## config.mk

```make
export PLATFORM = sky130hd
export DESIGN_NAME = branch_resolve
export DESIGN_NICKNAME = d
export VERILOG_FILES = /design/src/rtl/branch_resolve.sv
export SDC_FILE = /design/constraint.sdc
export NUM_CORES = 1
export LEC_CHECK = 0
export ABC_AREA = 1
export CORE_ASPECT_RATIO = 1.1
export CORE_MARGIN = 4
export CORE_UTILIZATION = 36
export CTS_CLUSTER_SIZE = 30
export DETAILED_ROUTE_END_ITERATION = 12
export PLACE_DENSITY_LB_ADDON = 0.12
export SETUP_SLACK_MARGIN = 0.15
export SYNTH_ARGS = -nofsm -noshare
export SYNTH_HDL_FRONTEND = slang
export SYNTH_SLANG_ARGS = --single-unit
```

## constraint.sdc

```tcl
create_clock -name i_clk -period 2.2 [get_ports i_clk]
set_input_delay 0.22 -clock i_clk [delete_from_list [all_inputs] [get_ports i_clk]]
set_output_delay 0.22 -clock i_clk [all_outputs]
set_load 0.03 [all_outputs]
```

## src/rtl/branch_resolve.sv

```systemverilog
`default_nettype none
// ============================================================================
// Module   : branch_resolve
// Purpose  : Resolves branch direction/target from comparator flags into a
//            one-entry valid/ready output stage with saturating statistics.
// Revision : 1.0 - initial release
// ============================================================================
module branch_resolve #(
    parameter int XLEN  = 32,
    parameter int CNT_W = 32
) (
    input  logic             i_clk,
    input  logic             i_rst,
    input  logic             i_valid,
    output logic             o_ready,
    input  logic [2:0]       i_funct3,
    input  logic [XLEN-1:0]  i_pc,
    input  logic [XLEN-1:0]  i_imm,
    input  logic             i_pred_taken,
    input  logic             i_eq,
    input  logic             i_lt,
    input  logic             i_ltu,
    input  logic             i_flush,
    output logic             o_valid,
    input  logic             i_ready,
    output logic             o_taken,
    output logic [XLEN-1:0]  o_target,
    output logic [XLEN-1:0]  o_redirect_pc,
    output logic             o_mispredict,
    output logic             o_illegal,
    output logic             o_misaligned,
    output logic [CNT_W-1:0] o_branch_cnt,
    output logic [CNT_W-1:0] o_mispred_cnt
);

    localparam logic [0:0]       c_EMPTY    = 1'b0;
    localparam logic [0:0]       c_FULL     = 1'b1;
    localparam logic [XLEN-1:0]  c_PC_STEP  = XLEN'(4);
    localparam logic [CNT_W-1:0] c_CNT_ONE  = CNT_W'(1);

    logic [0:0]       r_state;
    logic             w_accept;
    logic             w_deliver;
    logic             w_taken;
    logic             w_illegal;
    logic [XLEN-1:0]  w_target;

    assign o_valid   = (r_state == c_FULL);
    assign o_ready   = ~i_rst & ~i_flush & ((r_state == c_EMPTY) | i_ready);
    assign w_accept  = i_valid & o_ready;
    assign w_deliver = o_valid & i_ready;
    assign w_target  = i_pc + i_imm;

    always_comb begin
        w_taken   = 1'b0;
        w_illegal = 1'b0;
        case (i_funct3)
            3'b000:  w_taken = i_eq;
            3'b001:  w_taken = ~i_eq;
            3'b100:  w_taken = i_lt;
            3'b101:  w_taken = ~i_lt;
            3'b110:  w_taken = i_ltu;
            3'b111:  w_taken = ~i_ltu;
            default: w_illegal = 1'b1;
        endcase
    end

    always_ff @(posedge i_clk) begin
        if (i_rst) begin
            r_state       <= c_EMPTY;
            o_taken       <= 1'b0;
            o_target      <= '0;
            o_redirect_pc <= '0;
            o_mispredict  <= 1'b0;
            o_illegal     <= 1'b0;
            o_misaligned  <= 1'b0;
            o_branch_cnt  <= '0;
            o_mispred_cnt <= '0;
        end else begin
            // A delivery counts even when a flush lands in the same cycle.
            if (w_deliver && !o_illegal) begin
                if (!(&o_branch_cnt)) begin
                    o_branch_cnt <= o_branch_cnt + c_CNT_ONE;
                end
                if (o_mispredict && !(&o_mispred_cnt)) begin
                    o_mispred_cnt <= o_mispred_cnt + c_CNT_ONE;
                end
            end

            if (i_flush) begin
                r_state <= c_EMPTY;
            end else if (w_accept) begin
                r_state       <= c_FULL;
                o_taken       <= w_taken;
                o_target      <= w_target;
                o_redirect_pc <= w_taken ? w_target : (i_pc + c_PC_STEP);
                o_mispredict  <= ~w_illegal & (w_taken ^ i_pred_taken);
                o_illegal     <= w_illegal;
                o_misaligned  <= w_taken & (w_target[1:0] != 2'b00);
            end else if (w_deliver) begin
                r_state <= c_EMPTY;
            end
        end
    end

endmodule
`default_nettype wire

```

==> metrics.md <==
| Metric | Value |
|---|---|
| Rows | 63 |
| PwrDens | 514.1 mW/mm² |
| Post-synthesis mux area share | 0% |
| Fraction of layout cells with a size suffix above 1 | 13.17% |
| Met3 usage | 2.966% |
| Routed WL per cell | 15.33 µm |
| Setup TNS | 0 ns |
| Area delta synth->final | 43.28% |
| Largest net degree at the start of global routing | 72 |
| Max-slew headroom | 34.75% |
| Number of synthesized flops with an enable pin | 0 |
| Synth Cell Area | 0.009803 mm² |
| #FFs+latches synth | 133 |
| Detailed Routing Iterations Pass 1 | 5 |
| Routed vias | 11241 |
| Crit path DAT | 2.32 ns |
| Post-route ant nets | 0 |
| Setup violations, final | 0 |
| Syn Area/Cell | 6.033 µm² |
| Crit Path Max Fanout | 5 |
| Ranking of synthesized cells by area | dfxtp_1 (27%), nand2_1 (21%), inv_1 (8.8%), nor2_1 (5.6%), nand3_1 (4.6%) |
| Hold path endpoint | o_valid |
| Post-layout min period | 1.946 ns |
| Ant diodes | 0 |
| Final hold vios | 0 |
| RSZ-0062 raised after global routing | yes |
| Post-Synthesis Cells | 1625 |
| Register area share after synthesis | 27.16% |
| Design area | 0.01405 mm² |
| Routed vias/inst | 4.822 |
| Tot GR Track Use | 23.36% |
| Number of global-route vias before repair | 10781 |
| Worst vdd ir | 583.7 µV |
| GR Util met2 | 39.53% |
| Status | finished clean |
| DRC Markers | 0 |
| Asr flop ratio synth | 0% |
| I/O Pins | 210 |
| Reg2reg path depth | 12 |
| Final #Nets | 2072 |
| Worst min-delay path category | input pin to register |
| Tcrit/Tclk final | 88.44% |
| Startpoint types | input pin |
| GRT overflow | 0 |
| Top_reg_cell synth | dfxtp_1 |
| I/O Buffers | 209 |
| Max H-tree Level | 4 |
| Worst EP required | 2.58 ns |
| DIE AREA | 0.02994 mm² |
| Initial DRC count | 748 |
| Final HPWL DP | 28930 µm |
| First-pass GRT wire length | 55630 µm |
| Largest family of logic cells by synthesized area | simple AND/OR/NAND/NOR gates |
| Core ar. | 0.02688 mm² |
| Reg2reg start | o_branch_cnt[0] |
| CTS tree | yes |
| Latest clock arrival within the worst-skew pair | 0.43 ns |
| CTS root buf | clkbuf_16 |
| Clock skew | 0.007387 ns |
| Pins Over Slew Limit | 0 |
| Critical register-to-register path endpoint | o_branch_cnt[4] |
| Placed Cells | 2299 |
| Hold Path Depth | 4 |
| F_max | 514.0 MHz |
| Reg-to-reg slack, setup | 0.34 ns |
| Area after DPL | 0.01328 mm² |
| Die Y | 181.1 µm |
| Leak Pwr | 6.319 nW |
| Final Total Pwr | 7.220 mW |
| CP Capture Type | register |
| Initial antenna violation count | 0 |
| Post-Synth Simple-Gate Area | 39.80% |
| Pre-CTS setup slack | -0.2891 ns |
| Routed WL | 35730 µm |
| Top Usage Layer GRT | met2 |
| Worst-path clk slew | 0.06 ns |
| Fin cells | 2331 |
| Area share of xor/xnor cells in the synthesized design | 5.182% |
| Max Cap Viol | 0 |
| Synth top area share | 27.16% |
| Synth Area in Adders | 4.544% |
| Post-synth net total | 1736 |
| Cts bufs inserted | 17 |
| Die X | 165.3 µm |
| Hold Startpoint | i_rst |
| Post-CTS setup buffer count | 0 |
| Fillers | 2809 |
| Clock Sink Count | 133 |
| Starting density of the core | 36.47% |
| Worst Tran Pin Value | 0.9787 ns |
| Synth Warn # | 0 |
| Setup WS post-layout | 0.2544 ns |
| Max Root-Sink Buffers | 2 |
| Cell taking the most area after synthesis | dfxtp_1 |
| Worst Path Class, Setup | input pin to register |
| RePlAce Congestion | 0.9475 |
| Met1 usage in global routing | 30.43% |
| Compound-Gate Fraction of Synth Area | 11.88% |
| Netlist cell types | 46 |
through the flow:
step / hold WS (ns) / util [%]
after floorplan: 0.3407 / -
after global placement: 0.4574 / 49.40
after detailed placement: 0.4613 / 49.40
after CTS: 0.09345 / 51.65
after global routing: 0.1127 / 52.26
final: 0.1097 / 52.26
cells in the final DEF, fill, tap and decap left out, drive strengths merged, types with 2 or more instances in the layout:
| master | n |
|---|---|
| a21boi | 5 |
| o21bai | 14 |
| clkinvlp | 5 |
| nor3b | 3 |
| and3 | 2 |
| a21o | 8 |
| xor2 | 42 |
| nor3 | 63 |
| nand4 | 19 |
| clkinv | 5 |
| xnor2 | 16 |
| nand3b | 13 |
| o211ai | 11 |
| o21a | 6 |
| nor2 | 154 |
| a31oi | 7 |
| inv | 237 |
| nand3 | 93 |
| nand2 | 572 |
| clkbuf | 21 |
| a22oi | 3 |
| or2 | 2 |
| o21ai | 44 |
| a21oi | 99 |
| and2 | 3 |
| buf | 148 |
| bufinv | 2 |
| clkdlybuf4s50 | 208 |
| dfxtp | 133 |
| ha | 34 |
registers in the layout (all words and copies together), names as in the netlist:
| register | flops |
|---|---|
| o_branch_cnt | 32 |
| o_mispred_cnt | 32 |
| o_redirect_pc | 32 |
| o_target | 32 |
| o_illegal | 1 |
| o_misaligned | 1 |
| o_mispredict | 1 |
| o_taken | 1 |
| o_valid | 1 |
area by class of cell:
type                            instances  area [µm²]  area share [%]
Clock buffer                           21       480.5           3.421
Inverter                              238       895.9           6.378
Timing Repair Buffer                  356        3264           23.24
Sequential cell                       133        2664           18.96
Multi-Input combinational cell       1215        6170           43.92
Tap cell                              357       446.7           3.180
Clock inverter                         11       125.1          0.8908
synth_stat cells, types with 2 or more instances:
cell type,instances
buf_4,4
buf_2,9
a22oi_1,3
dfxtp_1,133
o21ai_1,3
a21o_1,8
nor3_1,60
nand3_2,2
nor2_1,146
o21a_1,6
a21oi_2,12
a31oi_1,7
o21bai_1,14
clkbuf_1,20
nand3_1,91
or2_2,2
inv_2,7
o211ai_1,11
nor3_2,2
nand2_2,11
a21boi_0,5
nand4_1,18
nor2_2,6
nand2_1,560
nor3b_1,3
xor2_1,42
buf_6,3
inv_1,230
ha_1,34
buf_12,2
a21oi_1,87
xnor2_1,16
nand3b_1,13
o21ai_0,41
and2_1,3
worst max-delay path, cell delays in order:
cell and delay (ns):
clkdlybuf4s50_1 0.45, ha_1 0.32, buf_4 0.17, nand2_1 0.06, nand2_1 0.05, nand2_1 0.05, nand2_1 0.05, nand2_1 0.05
nand3_1 0.21, nand2_1 0.15, nand3_1 0.09, nand2_1 0.08, nand2_1 0.13, a21o_1 0.19, inv_1 0.04
metal layers:
layer	routed length (µm)	vias up
met1	16170	5111
met2	16940	277
met5	0	-
li1	-	5797
met3	1528	56
met4	1090	0
timing repair:
action                                  4_1_cts  5_1_grt
resized for setup                             0       39
hold buffers                                  0        0
endpoints found under the setup margin        0       63
cell families after synthesis:
family	Yosys count
AO/OA/AOI/OAI	198
XOR/XNOR	58
adder cells (fa/ha/maj)	35
buffers and inverters	277
flip-flops	133
AND/OR/NAND/NOR	924
worst max path at each step:
stage	from	to	slack, ns	cells past startpoint
after floorplan	o_mispred_cnt[0]	o_mispred_cnt[25]	0.26	11
after global placement	i_pc[0]	o_target[28]	-0.23	13
after detailed placement	i_pc[0]	o_redirect_pc[8]	-0.29	11
after CTS	i_pc[0]	o_redirect_pc[8]	0.17	11
after global routing	i_pc[2]	o_target[30]	0.13	17
final	i_pc[2]	o_target[17]	0.25	15
power by group:
| group | switching [mW] | total, mW | internal [mW] |
|---|---|---|---|
| Combinational | 1.01 | 1.76 | 0.755 |
| Clock | 1.16 | 2.94 | 1.79 |
| Sequential | 0.0392 | 2.51 | 2.47 |
Note: power is estimated with default switching activity, not from simulation.
